**config.mk**
```make
export PLATFORM = sky130hd
export DESIGN_NAME = led_matrix_scan
export DESIGN_NICKNAME = d
export VERILOG_FILES = /design/src/rtl/led_pkg.sv /design/src/rtl/led_matrix_scan_sclk_tick.sv /design/src/rtl/led_matrix_scan.sv
export SDC_FILE = /design/constraint.sdc
export NUM_CORES = 2
export LEC_CHECK = 0
export ABC_AREA = 1
export CORE_ASPECT_RATIO = 0.75
export CORE_MARGIN = 10
export CORE_UTILIZATION = 50
export CTS_CLUSTER_DIAMETER = 150
export DETAILED_ROUTE_END_ITERATION = 6
export GPL_TIMING_DRIVEN = 0
export PLACE_DENSITY = 0.84
export SYNTH_ARGS = -nofsm -noshare
export SYNTH_HDL_FRONTEND = slang
export SYNTH_SLANG_ARGS = --single-unit
```
**constraint.sdc**
```tcl
create_clock -name clk -period 3.7 [get_ports clk]
set_clock_uncertainty 0.2 [all_clocks]
set_input_delay 0.74 -clock clk [delete_from_list [all_inputs] [get_ports clk]]
set_output_delay 0.74 -clock clk [all_outputs]
set_load 0.01 [all_outputs]
```
**src/rtl/led_pkg.sv**
```systemverilog
// Shared types and constants for the 16x16 bicolour LED matrix scanner.
package led_pkg;

  localparam int unsigned ROWS  = 16;
  localparam int unsigned COLS  = 16;
  localparam int unsigned ROW_W = $clog2(ROWS);
  localparam int unsigned COL_W = $clog2(COLS);

  typedef logic [ROWS-1:0][COLS-1:0] frame_t;

  typedef enum logic [1:0] {
    IDLE,
    SHIFT,
    LATCH,
    DISPLAY
  } state_e;

endpackage

```
**src/rtl/led_matrix_scan_sclk_tick.sv**
```systemverilog
// Half-period tick generator for the column shift clock; counts only while enabled.
module sclk_tick #(
  parameter int unsigned SCLK_DIV = 2
) (
  input  logic clk,
  input  logic rst_n,
  input  logic en,
  output logic tick_c
);

  localparam int unsigned CNT_W = 8;

  logic [CNT_W-1:0] cnt_q, cnt_d;

  // Counter parks at zero when disabled so every SHIFT starts on a fresh half-period.
  always_comb begin
    cnt_d  = '0;
    tick_c = 1'b0;
    if (en) begin
      if (cnt_q == CNT_W'(SCLK_DIV - 1)) begin
        tick_c = 1'b1;
      end else begin
        cnt_d = cnt_q + CNT_W'(1);
      end
    end
  end

  always_ff @(posedge clk or negedge rst_n) begin
    if (!rst_n) cnt_q <= '0;
    else        cnt_q <= cnt_d;
  end

endmodule

```
**src/rtl/led_matrix_scan.sv**
```systemverilog
// Row-scanned 16x16 red/green LED matrix driver with a double-buffered frame store.
module led_matrix_scan
  import led_pkg::*;
#(
  parameter int unsigned SCLK_DIV = 2,
  parameter int unsigned DWELL    = 256
) (
  input  logic            clk,
  input  logic            RST,
  input  frame_t          RedPixels,
  input  frame_t          GrnPixels,
  input  logic            frame_valid,
  output logic            frame_ready,
  output logic            red_sd,
  output logic            grn_sd,
  output logic            sclk,
  output logic            latch,
  output logic            oe_n,
  output logic [ROWS-1:0] row_en
);

  localparam int unsigned DW_W   = 16;
  localparam int unsigned HALF_W = COL_W + 1;

  state_e             state_q, state_d;
  logic [ROW_W-1:0]   row_q, row_d;
  logic [HALF_W-1:0]  half_q, half_d;
  logic [DW_W-1:0]    dwell_q, dwell_d;
  logic               full_q, full_d;
  frame_t             shadow_r_q, shadow_r_d, shadow_g_q, shadow_g_d;
  frame_t             active_r_q, active_r_d, active_g_q, active_g_d;
  logic               frame_ready_q, frame_ready_d;
  logic               red_sd_q, red_sd_d, grn_sd_q, grn_sd_d;
  logic               sclk_q, sclk_d, latch_q, latch_d, oe_n_q, oe_n_d;
  logic [ROWS-1:0]    row_en_q, row_en_d;
  logic [COL_W-1:0]   col;
  logic               tick_c;

  sclk_tick #(.SCLK_DIV(SCLK_DIV)) u_sclk_tick (
    .clk    (clk),
    .rst_n  (RST),
    .en     (state_q == SHIFT),
    .tick_c (tick_c)
  );

  // Next state, buffer handoff, and outputs derived from the next state so they align with it.
  always_comb begin
    state_d    = state_q;
    row_d      = row_q;
    half_d     = half_q;
    dwell_d    = dwell_q;
    full_d     = full_q;
    shadow_r_d = shadow_r_q;
    shadow_g_d = shadow_g_q;
    active_r_d = active_r_q;
    active_g_d = active_g_q;

    if (frame_valid && !full_q) begin
      shadow_r_d = RedPixels;
      shadow_g_d = GrnPixels;
      full_d     = 1'b1;
    end

    unique case (state_q)
      IDLE: begin
        if (full_q) begin
          active_r_d = shadow_r_q;
          active_g_d = shadow_g_q;
          full_d     = 1'b0;
          row_d      = '0;
          half_d     = '0;
          state_d    = SHIFT;
        end
      end
      SHIFT: begin
        if (tick_c) begin
          half_d = half_q + HALF_W'(1);
          if (half_q == HALF_W'(2 * COLS - 1)) state_d = LATCH;
        end
      end
      LATCH: begin
        dwell_d = '0;
        state_d = DISPLAY;
      end
      DISPLAY: begin
        if (dwell_q == DW_W'(DWELL - 1)) begin
          state_d = SHIFT;
          half_d  = '0;
          row_d   = row_q + ROW_W'(1);
          // Frame boundary: the only point where the active buffer may change.
          if (row_q == ROW_W'(ROWS - 1) && full_q) begin
            active_r_d = shadow_r_q;
            active_g_d = shadow_g_q;
            full_d     = 1'b0;
          end
        end else begin
          dwell_d = dwell_q + DW_W'(1);
        end
      end
      default: state_d = IDLE;
    endcase

    col           = COL_W'(COLS - 1) - half_d[HALF_W-1:1];
    frame_ready_d = !full_d;
    sclk_d        = (state_d == SHIFT) && half_d[0];
    red_sd_d      = (state_d == SHIFT) && active_r_d[row_d][col];
    grn_sd_d      = (state_d == SHIFT) && active_g_d[row_d][col];
    latch_d       = (state_d == LATCH);
    oe_n_d        = (state_d != DISPLAY);
    row_en_d      = (state_d == DISPLAY) ? (ROWS'(1) << row_d) : '0;
  end

  always_ff @(posedge clk or negedge RST) begin
    if (!RST) begin
      state_q       <= IDLE;
      row_q         <= '0;
      half_q        <= '0;
      dwell_q       <= '0;
      full_q        <= 1'b0;
      shadow_r_q    <= '0;
      shadow_g_q    <= '0;
      active_r_q    <= '0;
      active_g_q    <= '0;
      frame_ready_q <= 1'b1;
      red_sd_q      <= 1'b0;
      grn_sd_q      <= 1'b0;
      sclk_q        <= 1'b0;
      latch_q       <= 1'b0;
      oe_n_q        <= 1'b1;
      row_en_q      <= '0;
    end else begin
      state_q       <= state_d;
      row_q         <= row_d;
      half_q        <= half_d;
      dwell_q       <= dwell_d;
      full_q        <= full_d;
      shadow_r_q    <= shadow_r_d;
      shadow_g_q    <= shadow_g_d;
      active_r_q    <= active_r_d;
      active_g_q    <= active_g_d;
      frame_ready_q <= frame_ready_d;
      red_sd_q      <= red_sd_d;
      grn_sd_q      <= grn_sd_d;
      sclk_q        <= sclk_d;
      latch_q       <= latch_d;
      oe_n_q        <= oe_n_d;
      row_en_q      <= row_en_d;
    end
  end

  assign frame_ready = frame_ready_q;
  assign red_sd      = red_sd_q;
  assign grn_sd      = grn_sd_q;
  assign sclk        = sclk_q;
  assign latch       = latch_q;
  assign oe_n        = oe_n_q;
  assign row_en      = row_en_q;

endmodule

```
==> reports/metrics.yaml <==
status: "finished with violations"
violations: "DRC, hold timing, capacitance limit, slew limit, setup timing"
powerDensity_nw_per_um2: 878.2
num_vias: 42990
async_reset_ff_frac: 1.000
rows: 97
ir_drop_uv: 520.9
initial_utilization: 0.5041
fillers: 7465
boundaryPins: 537
clk_latency_ps: 720
cts-root-buf: "clkbuf_16"
clock_power_share: 0.223
antenna_left: 0
antenna_found_initial: 4
hp-class: "in2async"
worst_setup_path_start_kind: "flip-flop"
finalHoldViolCount: 123
ff_latch_area_um2: 27080
cp-end-kind: "flip-flop"
setup_viol: 2
htreeDepth: 3
power.switching_mw: 22.05
ys_ff_latch: 1082
max_freq_mhz: 258.3
die_x_um: 374.2
avgSynthCellArea_um2: 8.894
period_share: 1.046
grt_max_degree: 181
grt_pass1_vias: 42670
synth-edff-count: 0
drv_slew: 33
firstDrtPassIters: 7
total_power_mw: 51.62
synth_cell_types: 41
met3_length_mm: 28.12
dpl_worst_slack_ps: -973.0
slew_headroom: -0.02530
die_y_um: 285.7
core_area_um2: 93330
grt_pass1_wl_mm: 277.1
wire_per_inst_um: 26.81
seq_power_share: 0.367
whs_ps: -203.0
areaGrowthSynthToFinish_pct: 24.94
stdcell_area_um2: 58780
final_nets: 6476
worstPathRequired_ps: 4100
hpwl_mm: 144.7
gp_congestion: 1.031
period_minus_slack_ps: 3872
fin_ws_ps: -172.0
sw_frac_of_total: 0.4271
wl_mm: 195.0
multi_input_area_um2: 17740
grt_util_all_layers: 0.3521
drtIter0Drc: 6147
max-cap-violations: 3
place_area_um2: 54170
synth_cells: 5290
placement.io_buffers: 536
comb_power_share: 0.409
cellLeakagePower_nw: 29.43
fin_util: 0.6298
synth_top_area_share: 0.5744
synth-seq-area-share: 0.5755
layout.cells.non_filler: 7276
place_inst: 7070
rsz0062_at_grt: "true"
drive_gt1_frac: 0.1417
drc: 3
viasPerCell: 5.908
clk_path_buf_depth: 3
p_int_mw: 29.58
synth_ff_type: "dfrtp_1"
cts.sinks: 1082
yosys.area.top_type: "dfrtp_1"
syn_area_um2: 47050
yosys-top-cells-area: "dfrtp_1 (57%), nand2_1 (9.7%), nor2_1 (9.1%), mux2_2 (7.8%), nand3_1 (6.3%)"
route.met2.wl_mm: 82.65
syn_nets: 5815
wl_met1_mm: 70.77
clk_pin_slew_ps: 60
worst_ep_arrival_time_ps: 4280
route.top_layer_used: "met5"
cts_made_buffers: 105
synth_warnings: 0
tightest_slew_ps: 1538
grt-ovfl-total: 0
cts_tree: "done"
path_class: "reg2reg"
cp_max_fo: 10
dieArea_um2: 106900
layer usage:
layer | track usage | vias to the layer above
li1 | - | 18110
met1 | 0.4405 | 20830
met2 | 0.5154 | 3258
met5 | 0 | -
met3 | 0.1426 | 780
met4 | 0.2011 | 6
logic make-up after synthesis:
| family | Yosys count | synth area share |
|---|---|---|
| simple gates | 2994 | 0.2573 |
| flops | 1082 | 0.5755 |
| buf+inv | 611 | 0.05553 |
| mux | 326 | 0.07800 |
| compound gates | 265 | 0.03064 |
| fa+ha+maj | 10 | 0.002659 |
| xor+xnor | 2 | 0.0003724 |
what timing repair did:
item,CTS,global route
gates resized for setup,146,157
buffers inserted,7,4
hold endpoints to repair,123,123
setup endpoints to repair,10,161
cloned,0,1
pin swaps,9,15
cells in the final DEF (no fill, tap or decap), types with 60 or more instances in the layout:
cell type,synthesis,final
clkdlybuf4s50_1,0,535
inv_1,284,281
nand2_1,1212,1210
buf_2,133,71
nand3_1,593,579
clkbuf_2,0,60
a21oi_1,198,198
clkbuf_1,147,100
dfrtp_1,1080,1079
nor2_1,1145,1098
mux2_2,325,325
clkbuf_16,0,109
cell type report:
class	count	share of cell area
antenna	3	0.0001277
buffer	317	0.03299
clock buffer	154	0.05300
clock inverter	38	0.009025
inverter	293	0.01922
multi-input combinational	3597	0.3018
sequential	1082	0.4607
tap	1237	0.02633
timing repair buffer	555	0.09689
power by group through the flow:
stage          sequential, mW  combinational, mW  clock [mW]
2_1_floorplan            17.8               11.9           0
3_3_place_gp             19.1               18.7           0
3_5_place_dp             18.9               19.3           0
4_1_cts                  18.8               19.9        11.4
5_1_grt                  19.2               22.3        12.0
6_report                 19.0               21.1        11.5
final timing paths:
path | startpoint | to | cells past startpoint | slack (ps)
worst max-delay path | state_q[1]$_DFF_PN0_ | red_sd$_DFF_PN0_ | 20 | -170
worst min register to register | active_r_q[112]$_DFF_PN0_ | active_r_q[112]$_DFF_PN0_ | 2 | 270
max in group asynchronous | RST | active_r_q[150]$_DFF_PN0_ | 5 | 740
min in group clk | active_r_q[112]$_DFF_PN0_ | active_r_q[112]$_DFF_PN0_ | 2 | 270
worst min-delay path | RST | row_en[8]$_DFF_PN0_ | 1 | -200
worst max register to register | state_q[1]$_DFF_PN0_ | red_sd$_DFF_PN0_ | 20 | -170
synth_stat cells (8+ instances only):
master,count
nand3_1,593
mux2_2,325
nor2_1,1145
o21ai_0,22
ha_1,10
dfrtp_1,1080
buf_4,21
buf_1,9
inv_1,284
nor3_1,14
nand2_1,1212
nand2_2,9
buf_2,133
buf_6,8
clkbuf_1,147
a21oi_1,198
a22oi_1,33
critical path: stages, from the launching register on:
cell,delay (ps)
dfrtp_2,450
inv_1,120
ha_2,280
buf_6,180
nor2_4,160
inv_1,110
nand2_1,110
nand3_2,170
nand2_4,160
buf_12,180
buf_4,270
nor2_1,80
nor2_1,200
nand3_1,100
nand3_1,140
nand3_1,190
nand3_1,150
nand2_1,70
nor2_2,170
nor2_4,70
nor2_4,180
state kept, by name, summed over array words and instances, names as in the netlist, 2 cells and up:
register           cells
active_g_q           256
active_r_q           256
shadow_g_q           256
shadow_r_q           256
dwell_q               16
row_en                16
u_sclk_tick.cnt_q      8
half_q                 5
row_q                  4
state_q                2
per-stage QoR:
step	hold WS [ps]	TNS [ps]
final	-203.0	-329.1
after detailed placement	255.4	-120940
after global placement	246.3	-
after global routing	-159.7	-328.0
after floorplan	233.7	0
after CTS	-170.8	0
No activity file was read; power rests on OpenSTA's default activity.
